===== src/rtl/core_seq_ctrl_pkg.sv =====
// Shared encodings for the multi-cycle core sequencer: FSM states, trap causes
// and reset values, also consumed by the core top for its ebreak/difftest exit.
package core_seq_ctrl_pkg;

  localparam int unsigned WAIT_W = 16;

  typedef enum logic [2:0] {
    ST_FETCH  = 3'd0,
    ST_FWAIT  = 3'd1,
    ST_DECODE = 3'd2,
    ST_EXEC   = 3'd3,
    ST_MEM    = 3'd4,
    ST_MWAIT  = 3'd5,
    ST_WB     = 3'd6,
    ST_HALT   = 3'd7
  } state_e;

  typedef enum logic [2:0] {
    TRAP_NONE      = 3'd0,
    TRAP_EBREAK    = 3'd1,
    TRAP_ILLEGAL   = 3'd2,
    TRAP_FETCH_ERR = 3'd3,
    TRAP_MEM_ERR   = 3'd4,
    TRAP_TIMEOUT   = 3'd5
  } trap_e;

  localparam state_e STATE_RST = ST_FETCH;
  localparam trap_e  TRAP_RST  = TRAP_NONE;

  function automatic logic is_wait_state(input state_e s);
    return (s == ST_FWAIT) || (s == ST_MWAIT);
  endfunction

endpackage


===== src/rtl/core_seq_ctrl_wait_timer.sv =====
// 16-bit wait counter shared by FWAIT and MWAIT; expired_o flags the last
// permitted wait cycle so the FSM can leave on the following edge.
module core_seq_ctrl_wait_timer
  import core_seq_ctrl_pkg::*;
#(
  parameter int unsigned TIMEOUT = 255
) (
  input  logic clock,
  input  logic reset,
  input  logic clr_i,
  input  logic en_i,
  output logic expired_o
);

  localparam logic [WAIT_W-1:0] LAST_CNT = WAIT_W'(TIMEOUT - 1);

  logic [WAIT_W-1:0] cnt_q, cnt_d;

  always_comb begin
    cnt_d = cnt_q;
    if (clr_i) begin
      cnt_d = '0;
    end else if (en_i) begin
      cnt_d = cnt_q + WAIT_W'(1);
    end
  end

  always_ff @(posedge clock) begin
    if (reset) begin
      cnt_q <= '0;
    end else begin
      cnt_q <= cnt_d;
    end
  end

  // cnt_q counts completed wait cycles, so LAST_CNT marks the TIMEOUT-th one.
  assign expired_o = en_i && (cnt_q == LAST_CNT);

endmodule


===== src/rtl/core_seq_ctrl.sv =====
// Multi-cycle control FSM sequencing fetch, decode, execute, data memory access
// and writeback, with trap reporting and cycle/retired-instruction counters.
module core_seq_ctrl
  import core_seq_ctrl_pkg::*;
#(
  parameter int unsigned CNT_W   = 32,
  parameter int unsigned TIMEOUT = 255
) (
  input  logic             clock,
  input  logic             reset,
  output logic             ifu_req_valid,
  input  logic             ifu_req_ready,
  input  logic             ifu_resp_valid,
  input  logic             ifu_resp_err,
  input  logic             dec_is_load,
  input  logic             dec_is_store,
  input  logic             dec_is_break,
  input  logic             dec_illegal,
  input  logic             dec_wb_en,
  output logic             lsu_req_valid,
  output logic             lsu_req_wen,
  input  logic             lsu_req_ready,
  input  logic             lsu_resp_valid,
  input  logic             lsu_resp_err,
  output logic             ir_we,
  output logic             pc_we,
  output logic             reg_we,
  output logic             wb_sel_mem,
  output logic             halted,
  output logic [2:0]       trap_cause,
  output logic [CNT_W-1:0] cycle_cnt,
  output logic [CNT_W-1:0] instret_cnt,
  output logic [2:0]       state_dbg
);

  state_e           state_q, state_d;
  trap_e            trap_q, trap_d;
  logic             is_load_q, is_load_d;
  logic             is_store_q, is_store_d;
  logic             wb_en_q, wb_en_d;
  logic [CNT_W-1:0] cycle_q, cycle_d;
  logic [CNT_W-1:0] instret_q, instret_d;
  logic             retire;
  logic             in_wait;
  logic             wait_expired;

  assign in_wait = is_wait_state(state_q);

  core_seq_ctrl_wait_timer #(
    .TIMEOUT (TIMEOUT)
  ) u_wait_timer (
    .clock     (clock),
    .reset     (reset),
    .clr_i     (!in_wait),
    .en_i      (in_wait),
    .expired_o (wait_expired)
  );

  always_comb begin
    state_d    = state_q;
    trap_d     = trap_q;
    is_load_d  = is_load_q;
    is_store_d = is_store_q;
    wb_en_d    = wb_en_q;
    retire     = 1'b0;
    case (state_q)
      ST_FETCH: if (ifu_req_ready) state_d = ST_FWAIT;
      ST_FWAIT: begin
        // A response arriving on the timeout cycle still completes the fetch.
        if (ifu_resp_valid) begin
          if (ifu_resp_err) begin
            state_d = ST_HALT;
            trap_d  = TRAP_FETCH_ERR;
          end else begin
            state_d = ST_DECODE;
          end
        end else if (wait_expired) begin
          state_d = ST_HALT;
          trap_d  = TRAP_TIMEOUT;
        end
      end
      ST_DECODE: begin
        is_load_d  = dec_is_load;
        is_store_d = dec_is_store;
        wb_en_d    = dec_wb_en;
        if (dec_illegal || (dec_is_load && dec_is_store)) begin
          state_d = ST_HALT;
          trap_d  = TRAP_ILLEGAL;
        end else if (dec_is_break) begin
          state_d = ST_HALT;
          trap_d  = TRAP_EBREAK;
          retire  = 1'b1;
        end else if (dec_is_load || dec_is_store) begin
          state_d = ST_MEM;
        end else begin
          state_d = ST_EXEC;
        end
      end
      ST_EXEC: begin
        retire  = 1'b1;
        state_d = ST_FETCH;
      end
      ST_MEM: if (lsu_req_ready) state_d = ST_MWAIT;
      ST_MWAIT: begin
        if (lsu_resp_valid) begin
          if (lsu_resp_err) begin
            state_d = ST_HALT;
            trap_d  = TRAP_MEM_ERR;
          end else begin
            state_d = ST_WB;
          end
        end else if (wait_expired) begin
          state_d = ST_HALT;
          trap_d  = TRAP_TIMEOUT;
        end
      end
      ST_WB: begin
        retire  = 1'b1;
        state_d = ST_FETCH;
      end
      ST_HALT: state_d = ST_HALT;
      default: state_d = ST_FETCH;
    endcase
  end

  always_comb begin
    cycle_d   = (state_q != ST_HALT) ? cycle_q + CNT_W'(1) : cycle_q;
    instret_d = retire ? instret_q + CNT_W'(1) : instret_q;
  end

  always_ff @(posedge clock) begin
    if (reset) begin
      state_q    <= STATE_RST;
      trap_q     <= TRAP_RST;
      is_load_q  <= 1'b0;
      is_store_q <= 1'b0;
      wb_en_q    <= 1'b0;
      cycle_q    <= '0;
      instret_q  <= '0;
    end else begin
      state_q    <= state_d;
      trap_q     <= trap_d;
      is_load_q  <= is_load_d;
      is_store_q <= is_store_d;
      wb_en_q    <= wb_en_d;
      cycle_q    <= cycle_d;
      instret_q  <= instret_d;
    end
  end

  // ir_we alone follows the bus: the word is only guaranteed present while
  // ifu_resp_valid is high, so IR must capture it in that same cycle.
  always_comb begin
    ifu_req_valid = 1'b0;
    lsu_req_valid = 1'b0;
    lsu_req_wen   = 1'b0;
    ir_we         = 1'b0;
    pc_we         = 1'b0;
    reg_we        = 1'b0;
    wb_sel_mem    = 1'b0;
    if (!reset) begin
      case (state_q)
        ST_FETCH: ifu_req_valid = 1'b1;
        ST_FWAIT: ir_we = ifu_resp_valid && !ifu_resp_err;
        ST_EXEC: begin
          pc_we  = 1'b1;
          reg_we = wb_en_q;
        end
        ST_MEM: begin
          lsu_req_valid = 1'b1;
          lsu_req_wen   = is_store_q;
        end
        ST_WB: begin
          pc_we      = 1'b1;
          reg_we     = is_load_q;
          wb_sel_mem = is_load_q;
        end
        default: ;
      endcase
    end
  end

  assign halted      = (state_q == ST_HALT);
  assign trap_cause  = trap_q;
  assign cycle_cnt   = cycle_q;
  assign instret_cnt = instret_q;
  assign state_dbg   = state_q;

endmodule


===== config.mk =====
export PLATFORM = sky130hd
export DESIGN_NAME = core_seq_ctrl
export DESIGN_NICKNAME = d
export VERILOG_FILES = /design/src/rtl/core_seq_ctrl_pkg.sv /design/src/rtl/core_seq_ctrl_wait_timer.sv /design/src/rtl/core_seq_ctrl.sv
export SDC_FILE = /design/constraint.sdc
export NUM_CORES = 1
export LEC_CHECK = 0
export ABC_AREA = 1
export BUFFER_PORTS_ARGS = -buffer_cell sky130_fd_sc_hd__buf_2
export CORE_ASPECT_RATIO = 0.75
export CORE_MARGIN = 2
export CORE_UTILIZATION = 50
export DETAILED_ROUTE_END_ITERATION = 12
export PLACE_DENSITY = 0.72
export SYNTH_ARGS = -nofsm -noshare
export SYNTH_HDL_FRONTEND = slang
export SYNTH_SLANG_ARGS = --single-unit

===== constraint.sdc =====
create_clock -name clock -period 1.41 [get_ports clock]
set_input_delay 0.2115 -clock clock [delete_from_list [all_inputs] [get_ports clock]]
set_output_delay 0.2115 -clock clock [all_outputs]
set_load 0.05 [all_outputs]

==> metrics.log, run 1 <==
INFO  metric layout_commonest_cell = sky130_fd_sc_hd__nand2_1
INFO  metric setup_slack_at_placement = -75.60 ps
INFO  metric drt_iter0_drc = 554
INFO  metric final_layout_size_suffix_gt1_share = 40.37%
INFO  metric routed_via_density = 5.360
INFO  metric drc_errors = 0
INFO  metric worst_path_max_delay_cell = sky130_fd_sc_hd__dfxtp_4
INFO  metric final_hold_viol_count = 0
INFO  metric yosysWarningCount = 0
INFO  metric cellInternalPower = 4.907 mW
INFO  metric synth_area_in_compound_gates = 10.76%
INFO  metric critPathCaptureType = output pin
INFO  metric synth_top_cells_by_area = sky130_fd_sc_hd__dfxtp_1 (33%), sky130_fd_sc_hd__nand2_1 (20%), sky130_fd_sc_hd__nor2_1 (9.7%)
INFO  metric worstHoldStart = dec_wb_en
INFO  metric max-vdd-ir-drop = 0.0008021 V
INFO  metric timing.final.ws_setup = -282.6 ps
INFO  metric antenna_violations_before_repair = 0
INFO  metric power.share.switching = 31.41%
INFO  metric slew_headroom = 73.24%
INFO  metric flow.area_growth_from_synthesis = 49.15%
INFO  metric fmax = 590.8 MHz
INFO  metric totalWireLength = 18610 um
INFO  metric vias = 6464
INFO  metric cp_max_fo = 5
INFO  metric timing.final.crit_share = 120.0%
INFO  metric hold_end = wb_en_q
INFO  metric multi_input_area = 3662 um2
INFO  metric synth_mux_area_share = 0%
INFO  metric yosys.area_share.xor_xnor = 1.809%
INFO  metric synth_cell_type_count = 39
INFO  metric comb_power_share = 23.4%
INFO  metric timing.rr.end = instret_cnt[19]
INFO  metric fin_skew = 11.33 ps
INFO  metric worst-slew-pin-transition = 398.3 ps
INFO  metric first_global_vias = 5553
INFO  metric mappedNetlistNets = 890
INFO  metric maxCapViolCount = 0
INFO  metric synth_top_area_cell = sky130_fd_sc_hd__dfxtp_1
INFO  metric clk_transition_reported_paths = 70 ps
INFO  metric fp.dieH = 93.38 um
INFO  metric yosysSeqAreaShare = 33.46%
INFO  metric synth-adder-area-share = 0.9398%
INFO  metric worst_hold_path.num_cells = 3
INFO  metric critPathArrivalTime = 1480 ps
INFO  metric clock_power_share = 38.6%
INFO  metric avgSynthCellArea = 6.100 um2
INFO  metric failed_checks = setup timing
INFO  metric cpPeakStageDelay = 380 ps
INFO  metric outcome = complete, but fails checks
INFO  metric antenna_cells = 0
INFO  metric worstRegToRegCells = 10
INFO  metric path_buf_inv = 3
INFO  metric crit_family = buffers and inverters
INFO  metric timing.critical_path.from_type = flop
INFO  metric chipWidth = 123.2 um
INFO  metric grt_util_all_layers = 29.20%
INFO  metric synth_area = 5325 um2
INFO  metric total_power = 7.154 mW
INFO  metric netSwitchingPower = 2.247 mW
INFO  metric place_hpwl = 11400 um
INFO  metric final.hold.worst_slack = 180.5 ps
INFO  metric timing.final.max_slew_violations = 0
INFO  metric layout.cells.most_common_list = sky130_fd_sc_hd__nand2_1 (257), sky130_fd_sc_hd__nor2_1 (106), sky130_fd_sc_hd__inv_1 (91)
INFO  metric gp_congestion = 0.9147
INFO  metric timing.critical_path.required = 1200 ps
INFO  metric netlist.area_leader.share = 33.46%
INFO  metric placeableCoreArea = 10330 um2
INFO  metric static-leakage-power = 3.277 nW
INFO  metric largest_family_of_logic_cells_by_synthesized_area = simple AND/OR/NAND/NOR gates
INFO  metric h-tree-depth = 3
INFO  metric synth_cells = 873
INFO  metric period_needed = 1693 ps
INFO  metric holdBufCountCts = 0
INFO  metric grt_remaining_overflow = 0
INFO  metric rr_startpoint = state_dbg[1]
INFO  metric timing.final.setup_violations = 59
INFO  metric cts_sinks = 89
INFO  metric global_route_wire_length_before_repair = 26790 um
INFO  metric clock_insertion_delay_worst_skew = 350 ps
INFO  metric sequential_cell_area = 1942 um2
INFO  metric design.final.nets = 1082
INFO  metric core_occupancy_in_the_finished_layout = 76.89%
INFO  metric initial_core_util = 51.55%
INFO  metric num_io_pins = 91
INFO  metric timing.critical_path.cells = inv_4 -> nand3_4 -> buf_12 -> o32ai_4 -> buf_6
INFO  metric setup.reg_to_reg.worst_slack = -210 ps
INFO  metric fillerInstances = 778
INFO  metric synth.ff_latch_count = 89
INFO  metric io_buffer_count = 90
INFO  metric detail_route.wl_per_cell = 15.43 um
INFO  metric hp-class = input port to flop
INFO  metric antenna_left = 0
INFO  metric detail_route.first_pass.iterations = 5
INFO  metric grt_max_degree = 25
INFO  metric power.density = 900.7 nW/um2
INFO  metric floorplan.die_area = 11500 um2
INFO  metric synth-simple-area-share = 43.66%
INFO  metric tritoncts.num_buffers = 9
INFO  metric placementRows = 32
INFO  metric power_frac_seq = 37.9%
INFO  metric max-clock-path-buffers = 2
INFO  metric grt_setup_unrepaired = true
INFO  metric cts_tree = done
INFO  metric clock-root-buffer = sky130_fd_sc_hd__clkbuf_16
INFO  metric critical_path_class = flop to output pin
[flip-flops by register name, indices dropped and copies added, names as in the netlist]
signal / flops
cycle_cnt: 32
trap_cause: 3
u_wait_timer.cnt_q: 16
instret_cnt: 32
wb_en_q: 1
is_load_q: 1
state_dbg: 3
is_store_q: 1
[cells by family (layout without fill, tap and decap cells)]
group,Yosys count,count (layout)
AOI/OAI and AO/OA,110,110
xor gates and xnor gates,11,11
adders and majority gates,4,4
buffers and inverters,120,316
DFF,89,89
and+or+nand+nor,539,540
[cell type report]
type	count	share of cell area [%]
Timing Repair Buffer	199	18.01
Clock buffer	12	3.371
Multi-Input combinational cell	665	46.11
Clock inverter	4	0.9137
Inverter	101	5.009
Sequential cell	89	24.45
Tap cell	136	2.142
[power groups by stage]
stage | registers, mW | clock network, mW | logic [mW]
after floorplan | 2.92 | 0 | 0.760
after global placement | 2.75 | 0 | 1.24
after detailed placement | 2.75 | 0 | 1.25
after CTS | 2.70 | 2.78 | 1.43
after global routing | 2.72 | 2.90 | 1.78
final | 2.71 | 2.76 | 1.68
[stage by stage]
stage	TNS (ps)	std cells	instance area, um2
final	-7154	1206	7943
after global routing	-11880	1206	7943
after CTS	-3631	1183	7346
after detailed placement	-486.9	1151	6698
after global placement	-61.70	1151	6698
after floorplan	-424.4	873	5684
[worst max-delay path by stage]
stage | end | depth (start not counted) | slack [ps] | startpoint
4_1_cts | reg_we | 5 | -260 | state_dbg[2]
5_1_grt | instret_cnt[19] | 10 | -340 | state_dbg[1]
6_report | reg_we | 5 | -280 | state_dbg[2]
2_1_floorplan | instret_cnt[18] | 11 | -70 | state_dbg[2]
3_5_place_dp | instret_cnt[7] | 10 | -80 | state_dbg[0]
3_3_place_gp | instret_cnt[7] | 11 | -40 | dec_is_load
[what timing repair did]
item	CTS	global route
endpoints found under the setup margin	38	86
cloned	0	1
pin swaps	20	45
setup buffers	16	26
gates resized for setup	62	121
[tightest hold or removal path: cells and delay by family]
kind | cells | cell delay [ps]
compound gates | 2 | 190
buf+inv | 1 | 80
[synth_stat cells (all sizes together)]
| library cell | instances |
|---|---|
| o22ai | 1 |
| ha | 4 |
| and3 | 1 |
| a211oi | 1 |
| o21bai | 1 |
| o21a | 2 |
| or2 | 1 |
| xor2 | 10 |
| nand4 | 12 |
| nor2 | 159 |
| o32ai | 1 |
| and2 | 1 |
| clkinv | 1 |
| nand3 | 57 |
| buf | 12 |
| o21ai | 32 |
| xnor2 | 1 |
| dfxtp | 89 |
| a31oi | 3 |
| clkbuf | 7 |
| nand2 | 293 |
| inv | 100 |
| nor3 | 15 |
| a21oi | 69 |
[routing by layer]
layer  vias to the layer above  GRT usage (%)  part of all wire [%]
li1                       3146              -                     -
met1                      2980          42.96                    44
met2                       294          42.63                    45
met3                        44          5.793                   8.3
met4                         0          8.807                   2.8
met5                         -              0                     0
Power figures use the tool's default switching activity.
==> inputs of run 2 (changes only) <==
Settings changed: CORE_MARGIN 2 to not set, SETUP_SLACK_MARGIN set to 0.05.
==> metrics.log, run 2 (synthesis gave the netlist of run 1 again) <==
INFO  metric fillerInstances = 587
INFO  metric timing.critical_path.cells = nand3_4 -> nand2_4 -> inv_4 -> buf_6 -> nor2_4 -> buf_8
INFO  metric clock_power_share = 34.3%
INFO  metric clock_insertion_delay_worst_skew = 350 ps
INFO  metric total_power = 7.312 mW
INFO  metric timing.critical_path.from_type = flop
INFO  metric slew_headroom = 66.82%
INFO  metric gp_congestion = 0.9447
INFO  metric failed_checks = setup timing
INFO  metric comb_power_share = 28.9%
INFO  metric outcome = complete, but fails checks
INFO  metric critical_path_class = flop to output pin
INFO  metric cts_tree = done
INFO  metric timing.final.crit_share = 119.4%
INFO  metric cts_sinks = 89
INFO  metric maxCapViolCount = 0
INFO  metric flow.area_growth_from_synthesis = 62.19%
INFO  metric routed_via_density = 5.609
INFO  metric timing.final.ws_setup = -273.0 ps
INFO  metric fmax = 594.2 MHz
INFO  metric cellInternalPower = 4.915 mW
INFO  metric timing.final.max_slew_violations = 0
INFO  metric num_io_pins = 91
INFO  metric final_cell_area_excluding_filler_cells = 8637 um2
INFO  metric final_layout_size_suffix_gt1_share = 50.56%
INFO  metric layout.cells.most_common_list = sky130_fd_sc_hd__nand2_1 (223), sky130_fd_sc_hd__inv_1 (84), sky130_fd_sc_hd__buf_4 (82)
INFO  metric power_frac_seq = 36.8%
INFO  metric postPlaceCellArea = 6798 um2
INFO  metric static-leakage-power = 3.508 nW
INFO  metric netSwitchingPower = 2.397 mW
INFO  metric fp.dieH = 91.38 um
INFO  metric final.hold.worst_slack = 161.4 ps
INFO  metric max-vdd-ir-drop = 0.0006957 V
INFO  metric final_hold_viol_count = 0
INFO  metric design.final.nets = 1090
INFO  metric worst_path_max_delay_cell = sky130_fd_sc_hd__dfxtp_4
INFO  metric detail_route.wl_per_cell = 16.85 um
INFO  metric io_buffer_count = 90
INFO  metric drt_iter0_drc = 739
INFO  metric worst-slew-pin-transition = 497.7 ps
INFO  metric initial_core_util = 51.55%
INFO  metric power.density = 846.5 nW/um2
INFO  metric timing.final.setup_violations = 59
INFO  metric placementRows = 32
INFO  metric grt_remaining_overflow = 0
INFO  metric chipWidth = 121.2 um
INFO  metric global_route_wire_length_before_repair = 28440 um
INFO  metric floorplan.die_area = 11070 um2
INFO  metric antenna_left = 0
INFO  metric place_hpwl = 12050 um
INFO  metric detail_route.first_pass.iterations = 5
INFO  metric drc_errors = 0
INFO  metric timing.critical_path.required = 1200 ps
INFO  metric fin_skew = 8.615 ps
INFO  metric grt_max_degree = 36
INFO  metric vias = 6809
INFO  metric critPathCaptureType = output pin
INFO  metric clk_transition_reported_paths = 70 ps
INFO  metric holdBufCountCts = 0
INFO  metric power.share.switching = 32.78%
INFO  metric crit_family = flip-flops
INFO  metric placeableCoreArea = 10330 um2
INFO  metric first_global_vias = 6131
INFO  metric antenna_cells = 0
INFO  metric path_buf_inv = 3
INFO  metric cpPeakStageDelay = 450 ps
INFO  metric h-tree-depth = 3
INFO  metric tritoncts.num_buffers = 9
INFO  metric critPathArrivalTime = 1470 ps
INFO  metric grt_util_all_layers = 32.51%
INFO  metric hp-class = input port to flop
INFO  metric antenna_violations_before_repair = 0
INFO  metric max-clock-path-buffers = 2
INFO  metric layout_commonest_cell = sky130_fd_sc_hd__nand2_1
INFO  metric totalWireLength = 20450 um
INFO  metric cp_max_fo = 7
INFO  metric grt_setup_unrepaired = true
INFO  metric clock-root-buffer = sky130_fd_sc_hd__clkbuf_16
INFO  metric period_needed = 1683 ps
==> run 2: changes by cell type in the layout (fill, tap and decap cells not counted), moves of 11 or more <==
| cell | change |
|---|---|
| sky130_fd_sc_hd__nand2_2 | +25 |
| sky130_fd_sc_hd__dfxtp_4 | +12 |
| sky130_fd_sc_hd__nor2_2 | +14 |
| sky130_fd_sc_hd__a21oi_1 | -22 |
| sky130_fd_sc_hd__nor2_4 | +16 |
| sky130_fd_sc_hd__buf_6 | +11 |
| sky130_fd_sc_hd__a21oi_2 | +20 |
| sky130_fd_sc_hd__nand2_1 | -34 |
| sky130_fd_sc_hd__nor2_1 | -31 |
| sky130_fd_sc_hd__dfxtp_2 | -13 |
==> run 2: power by group through the flow <==
stage / Sequential [mW] / Combinational [mW] / Clock (mW)
floorplan: 2.90 / 0.793 / 0
global placement: 2.75 / 1.28 / 0
detailed placement: 2.76 / 1.31 / 0
CTS: 2.69 / 1.77 / 2.54
global route: 2.70 / 2.22 / 2.64
finish: 2.69 / 2.11 / 2.51
==> run 2: area by class of cell <==
type | count | area [um2] | share of cell area [%]
clock buffers | 12 | 257.7 | 2.984
clock inverters | 4 | 47.55 | 0.5505
inverters | 101 | 397.9 | 4.607
multi-input cells | 664 | 4141 | 47.95
flip-flops and latches | 89 | 1971 | 22.82
well taps | 136 | 170.2 | 1.970
repair buffers | 208 | 1652 | 19.12
==> run 2: worst min-delay path, cell delays in order <==
cell and delay (ps):
sky130_fd_sc_hd__buf_2 70, sky130_fd_sc_hd__o21ai_0 80, sky130_fd_sc_hd__a21oi_1 110
==> run 2: what timing repair did <==
| action | CTS | global route |
|---|---|---|
| gates resized for setup | 144 | 182 |
| buffers inserted | 30 | 20 |
| endpoints found under the setup margin | 64 | 89 |
| gates cloned | 2 | 0 |
| pin swaps | 72 | 66 |
==> run 2: through the flow <==
step	cells	setup TNS, ps	util [%]	worst slack (ps)
floorplan	873	-481.8	-	-67.35
global placement	1149	-176.7	65.81	-44.16
detailed placement	1149	-530.3	65.81	-78.11
CTS	1197	-4261	76.68	-233.5
global route	1214	-11380	83.61	-310.2
finish	1214	-7909	83.61	-273.0
==> run 2: metal layers <==
metal  up-vias  share of wire [%]  track usage [%]  routed length [um]
li1       3166                  -                -                   -
met2       374                 47            50.76                9672
met4         0                2.7            10.70                 546
met5         -                  0                0                   0
met3        63                9.2            7.789                1884
met1      3206                 41            43.76                8347
==> run 2: worst paths after layout <==
path	startpoint	to	slack, ps	depth (start not counted)
worst max-delay path	state_dbg[1]	pc_we	-270	6
worst min-delay path	dec_wb_en	wb_en_q	160	3
worst max register to register	state_dbg[2]	instret_cnt[18]	-240	11
worst min register to register	instret_cnt[9]	instret_cnt[9]	460	1
